===== config.mk =====
export PLATFORM = sky130hd
export DESIGN_NAME = pic_isr_control
export DESIGN_NICKNAME = d
export VERILOG_FILES = /design/src/rtl/pic_isr_control.sv
export SDC_FILE = /design/constraint.sdc
export NUM_CORES = 1
export LEC_CHECK = 0
export ABC_AREA = 1
export CAP_MARGIN = 40
export CORE_MARGIN = 4
export CORE_UTILIZATION = 48
export CTS_BUF_LIST = sky130_fd_sc_hd__clkbuf_4
export CTS_CLUSTER_SIZE = 40
export DETAILED_ROUTE_END_ITERATION = 7
export PLACE_DENSITY = 0.82
export SETUP_SLACK_MARGIN = 0.1
export SYNTH_ARGS = -nofsm -noshare
export SYNTH_HDL_FRONTEND = slang
export SYNTH_SLANG_ARGS = --single-unit

===== constraint.sdc =====
create_clock -name clk -period 2.3 [get_ports clk]
set_input_delay 0.69 -clock clk [delete_from_list [all_inputs] [get_ports clk]]
set_output_delay 0.69 -clock clk [all_outputs]
set_load 0.1 [all_outputs]

===== src/rtl/pic_isr_control.sv =====
// 8259 PIC in-service control: fixed-priority resolution, two-pulse INTA handshake, vector drive and EOI.
// Optional: define PIC_AUTO_EOI_EN to clear the acknowledged ISR bit automatically at the end of the second INTA.
module pic_isr_control #(
    parameter int SPURIOUS_LEVEL = 7,
    parameter int NUM_IRQ        = 8
) (
    input  logic       clk,
    input  logic       rst,
    input  logic [7:0] irr,
    input  logic [7:0] imr,
    input  logic       inta,
    input  logic [4:0] vector_base,
    input  logic       eoi_ns,
    input  logic       eoi_sp,
    input  logic [2:0] eoi_level,
    output logic       int_out,
    output logic [7:0] isr,
    output logic [7:0] ack_level,
    output logic [7:0] data_out,
    output logic       data_en
);

    localparam logic [3:0] NO_LEVEL = 4'(NUM_IRQ);
    localparam logic [2:0] SPUR_LVL = 3'(SPURIOUS_LEVEL);

    typedef enum logic [1:0] {IDLE, WAIT1, ACK1, ACK2} state_t;

    state_t     state, next_state;
    logic       inta_q;
    logic       rise_seen;
    logic [2:0] lvl;
    logic       fall, rise;
    logic [7:0] cand;
    logic [3:0] sel, top;
    logic       qualify;
    logic       int_set, take_ack, drive, release_bus;
    logic [7:0] set_vec, clr_vec, auto_clr;

    // Returns NO_LEVEL when no bit is set, so an empty ISR never blocks a request.
    function automatic logic [3:0] lowest_idx(input logic [7:0] v);
        lowest_idx = NO_LEVEL;
        for (int i = 7; i >= 0; i--) begin
            if (v[i]) lowest_idx = 4'(i);
        end
    endfunction

    assign fall    = inta_q & ~inta;
    assign rise    = ~inta_q & inta;
    assign cand    = irr & ~imr;
    assign sel     = lowest_idx(cand);
    assign top     = lowest_idx(isr);
    assign qualify = (cand != 8'h00) && (sel < top);

    always_comb begin
        next_state  = state;
        int_set     = 1'b0;
        take_ack    = 1'b0;
        drive       = 1'b0;
        release_bus = 1'b0;
        case (state)
            IDLE: begin
                if (qualify) begin
                    int_set    = 1'b1;
                    next_state = WAIT1;
                end
            end
            WAIT1: begin
                if (fall) begin
                    take_ack   = 1'b1;
                    next_state = ACK1;
                end
            end
            ACK1: begin
                if (rise_seen && fall) begin
                    drive      = 1'b1;
                    next_state = ACK2;
                end
            end
            ACK2: begin
                if (rise) begin
                    release_bus = 1'b1;
                    next_state  = IDLE;
                end
            end
            default: next_state = IDLE;
        endcase
    end

    assign set_vec = (take_ack && qualify) ? (8'b1 << sel[2:0]) : 8'h00;

`ifdef PIC_AUTO_EOI_EN
    logic spurious;

    always_ff @(posedge clk or posedge rst) begin
        if (rst)           spurious <= 1'b0;
        else if (take_ack) spurious <= ~qualify;
    end

    assign auto_clr = (release_bus && !spurious) ? (8'b1 << lvl) : 8'h00;
`else
    assign auto_clr = 8'h00;
`endif

    // Clears come from the pre-edge ISR, so an EOI and a first-INTA set in one cycle both land.
    assign clr_vec = (eoi_ns ? (isr & (~isr + 8'd1)) : 8'h00)
                   | (eoi_sp ? (8'b1 << eoi_level) : 8'h00)
                   | auto_clr;

    always_ff @(posedge clk or posedge rst) begin
        if (rst) state <= IDLE;
        else     state <= next_state;
    end

    always_ff @(posedge clk or posedge rst) begin
        if (rst) begin
            inta_q    <= 1'b1;
            rise_seen <= 1'b0;
            lvl       <= 3'd0;
            isr       <= 8'h00;
            int_out   <= 1'b0;
            ack_level <= 8'h00;
            data_out  <= 8'h00;
            data_en   <= 1'b0;
        end else begin
            inta_q    <= inta;
            isr       <= (isr & ~clr_vec) | set_vec;
            ack_level <= set_vec;
            if (int_set)       int_out <= 1'b1;
            else if (take_ack) int_out <= 1'b0;
            if (take_ack) lvl <= qualify ? sel[2:0] : SPUR_LVL;
            if (take_ack)                     rise_seen <= 1'b0;
            else if (state == ACK1 && rise)   rise_seen <= 1'b1;
            if (drive) begin
                data_out <= {vector_base, lvl};
                data_en  <= 1'b1;
            end else if (release_bus) begin
                data_en  <= 1'b0;
            end
        end
    end

endmodule


==> results by stage <==
Clocking:
- The clock passes through at most 2 buffers.
- The clock edge transition at the registers on the reported setup and hold paths is 100 ps.
- The TritonCTS buffer count is 5.
- The post-cts hold buffer count is 0.
- The number of sinks driven by the clock tree is 33.
- Clock tree synthesis selected as its root buffer the cell clkbuf_4.
- In this run the number of H-tree levels came out at 2.
- The CTS tree is yes.
- For the worst-skew pair, the clock arrives at the later sink with an insertion delay of 330 ps.

Global routing:
- The most crowded layer after global routing is met2.
- Global routing finished with a remaining overflow of 0.
- The global-route met2 utilization is 0.288.
- The number of antenna violations at the first check in global routing was 0.
- The global-route track usage on met1 is 0.205.
- The via count of the first global-routing pass came to 1571.
- The total global routing track utilization is 0.168.
- For this run, global-route usage on met3 was measured as 0.0319.
- The first global-routing pass estimated 6600 um of wire.
- The largest net degree at the start of global routing is 20.

Synthesis:
- After synthesis the cells add up to 1820 um2.
- Counting flops and latches in the post-synthesis netlist gives 33.
- The gate count after technology mapping is 224.
- When the netlist entered floorplanning its net count stood at 261.
- The number of unique standard cell types used by synthesis is 31.
- The yosys synthesis warning count is 0.
- The mean cell area of the mapped netlist is 8.12 um2.
- The sequential-to-total area share from yosys stat is 0.455.

Routing:
- In the final routed layout, each cell accounts on average for 10.9 um.
- Summed over all layers, the routed wires come to 3890 um.
- The number of iterations in the first detailed-routing pass is 4.
- The vias after detailed routing is 1688.
- The post-route DRC violation count is 0.
- The first routing iteration left 96 violations.
- The ratio of routed vias to standard cells is 4.73.
- In this run the remaining antenna-violating nets after routing total 0.

Setup path:
- STA classifies the critical path startpoint as a primary input.
- The critical path is of the primary input to register type.
- The most numerous cell type found on the critical path is nand2_1.
- The peak per-stage delay on the critical path is 260 ps.
- The data arrival time of the critical path is 2380 ps.
- For this design, the slowest cell found on the critical path is dlygate4sd2_1.
- The signal on the critical path passes through dlygate4sd2_1 -> o21ai_4 -> nand3_2 -> a21oi_2 -> ha_1 -> nand2_1 -> nand2_1 -> nand2_2 -> nand2_4 -> nor2_4 -> nand3_2 -> nand2_1.
- STA classifies the critical path endpoint as a register.
- In this run the worst path has a maximum fanout of 6.
- The buffer and inverter count on the worst path is 1.
- The critical path's top delay family is simple AND/OR/NAND/NOR gates.
- STA puts the critical path data required time at 2570 ps.

Timing:
- The smallest clock period supported by the final layout is computed as 2110 ps.
- For this run, the top clock speed supported by timing is 0.474 GHz.
- The worst-margin pin slew is 452 ps.
- Setup repair after global routing left no endpoint under its margin.
- The final critical-path share of the clock period is 0.918.
- The number of max-slew violations in the final report is 0.
- The total negative slack for setup checks is 0 ps.
- The final number of hold-violating endpoints is 0.
- On the final layout, the worst clock skew is 6.66 ps.
- The number of setup violations in the final report is 0.
- The normalized max-slew margin is 0.699.

Power:
- The total power density per cell area is 949 nW/um2.
- Of the total power, registers draw 0.314.
- The internal portion of the total power is 1.25 mW.
- The analysis attributes to cell leakage a power of 1.50 nW.
- The net switching power figure is 1.31 mW.
- The worst-case IR drop observed on VDD is 0.432 mV.
- Of the total power, the clock network draws 0.116.
- Of the total power, the share spent switching nets is 0.512.
- The power share of the combinational group is 0.571.
- The design draws 2.57 mW.

Placed design:
- The quantity of I/O buffers inserted on ports is 54.
- At the end of routability-driven placement, the weighted congestion stood at 0.858.
- The HPWL reported at the end of detailed placement is 3050 um.
- The placed instance count is 340.

Floorplanning:
- The vertical die dimension is 69.5 um.
- The die covers 4840 um2.
- The floorplan step set the die width to 69.5 um.
- The standard-cell row count is 22.
- After floorplanning, the core was sized to cover 3660 um2.
- The initial core utilization is 0.497.
- The I/O pin total is 55.

Layout:
- The combined flip-flop and latch cell area is 842 um2.
- Of the cells placed in the final design, the portion with a size suffix greater than 1 is 0.401.
- At the end of the flow the core is filled with cells to 0.738.
- The area growth from synthesis to layout is 48.7%.
- The most frequent standard cell in the layout excluding fill and tap cells is buf_4.
- Leaving out fill and tap cells, the most frequent cells in the layout are buf_4, nand2_1, inv_1.
- The count of placed standard cells in the final layout, fillers left out is 357.
- The net count reported at finish is 345.
- The count of filler cells inserted in the layout is 292.
- In the final layout, the multi-input gates occupy 946 um2.
- The number of diodes is 0.

Run:
- The total of max-cap violations is 0.

Run status:
- The flow ran to the end, and the final reports show no timing, DRC or antenna violations.

Hold path:
- The worst min-delay path category is register to register.
worst register-to-register path, stage by stage, from the launching register on:
cell and delay, ps:
dfrtp_4 520, nor2_2 130, inv_1 80, nor3_4 150, nand2_1 100, ha_1 220
a211oi_4 290, nand2_4 130, nor2_4 200, nand3_2 100, nand2_1 70
synthesized netlist by cell type (all sizes together):
master,instances,area [um2]
buf,1,11.3
clkbuf,1,3.75
dfrtp,32,801
dfstp,1,26.3
a211o,1,8.76
nor3,2,15.0
nor2,24,114
or2,1,6.26
a221oi,1,8.76
inv,43,161
a211oi,1,12.5
a21boi,3,22.5
ha,8,100
nand3,18,105
a32o,1,10.0
o31ai,1,7.51
clkinv,1,3.75
mux2,5,56.3
a21oi,4,23.8
o21ai,9,45.0
nand2,64,263
a31oi,2,12.5
flip-flops by register name, indices dropped and copies added, names as in the netlist:
signal and count:
data_out 8, state 2, int_out 1, data_en 1, inta_q 1, rise_seen 1
ack_level 8, lvl 3, isr 8
logic make-up (layout without fill, tap and decap cells):
| group | after synthesis | after routing | share of synthesized area |
|---|---|---|---|
| compound gates | 23 | 23 | 0.0833 |
| simple gates | 109 | 110 | 0.277 |
| mux | 5 | 5 | 0.0310 |
| buf+inv | 46 | 130 | 0.0991 |
| fa+ha+maj | 8 | 8 | 0.0551 |
| flops | 33 | 33 | 0.455 |
stage by stage:
step | hold slack, ps | instance area, um2 | setup slack (ps)
global placement | 466 | 2540 | -545
global route | 531 | 2700 | 73.8
CTS | 500 | 2700 | 102
detailed placement | 477 | 2540 | -607
finish | 497 | 2700 | 189
floorplan | 488 | 1900 | 103
power by group through the flow:
stage	logic (mW)	registers [mW]	clock network [mW]
after floorplan	0.450	1.45	0
after global placement	1.39	0.811	0
after detailed placement	1.41	0.817	0
after CTS	1.46	0.805	0.306
after global routing	1.56	0.828	0.330
final	1.46	0.805	0.296
path summary, 6_finish.rpt:
| kind | slack [ps] | endpoint | startpoint | depth (start not counted) |
|---|---|---|---|---|
| max in group asynchronous | 1380 | inta_q | rst | 3 |
| setup reg to reg | 240 | isr[5] | isr[2] | 10 |
| min in group asynchronous | 680 | isr[7] | rst | 3 |
| hold / removal | 500 | int_out | int_out | 2 |
| hold reg to reg | 500 | int_out | int_out | 2 |
| setup / recovery | 190 | isr[5] | imr[7] | 12 |
timing repair:
action	CTS	global route
setup endpoints to repair	21	21
pin swaps	21	7
buffers inserted	8	0
resized for setup	37	13
gates cloned	1	0
cell type report:
cell class	instances	area share
multi-input cells	146	0.350
flip-flops and latches	33	0.312
repair buffers	78	0.231
inverters	44	0.0662
well taps	48	0.0222
clock buffers	5	0.0139
clock inverters	3	0.00463
per-layer routing:
| metal | vias up | wire [um] |
|---|---|---|
| met5 | - | 0 |
| met4 | 0 | 67 |
| met3 | 9 | 262 |
| met2 | 59 | 1930 |
| met1 | 758 | 1640 |
| li1 | 862 | - |
Power figures use the tool's default switching activity.
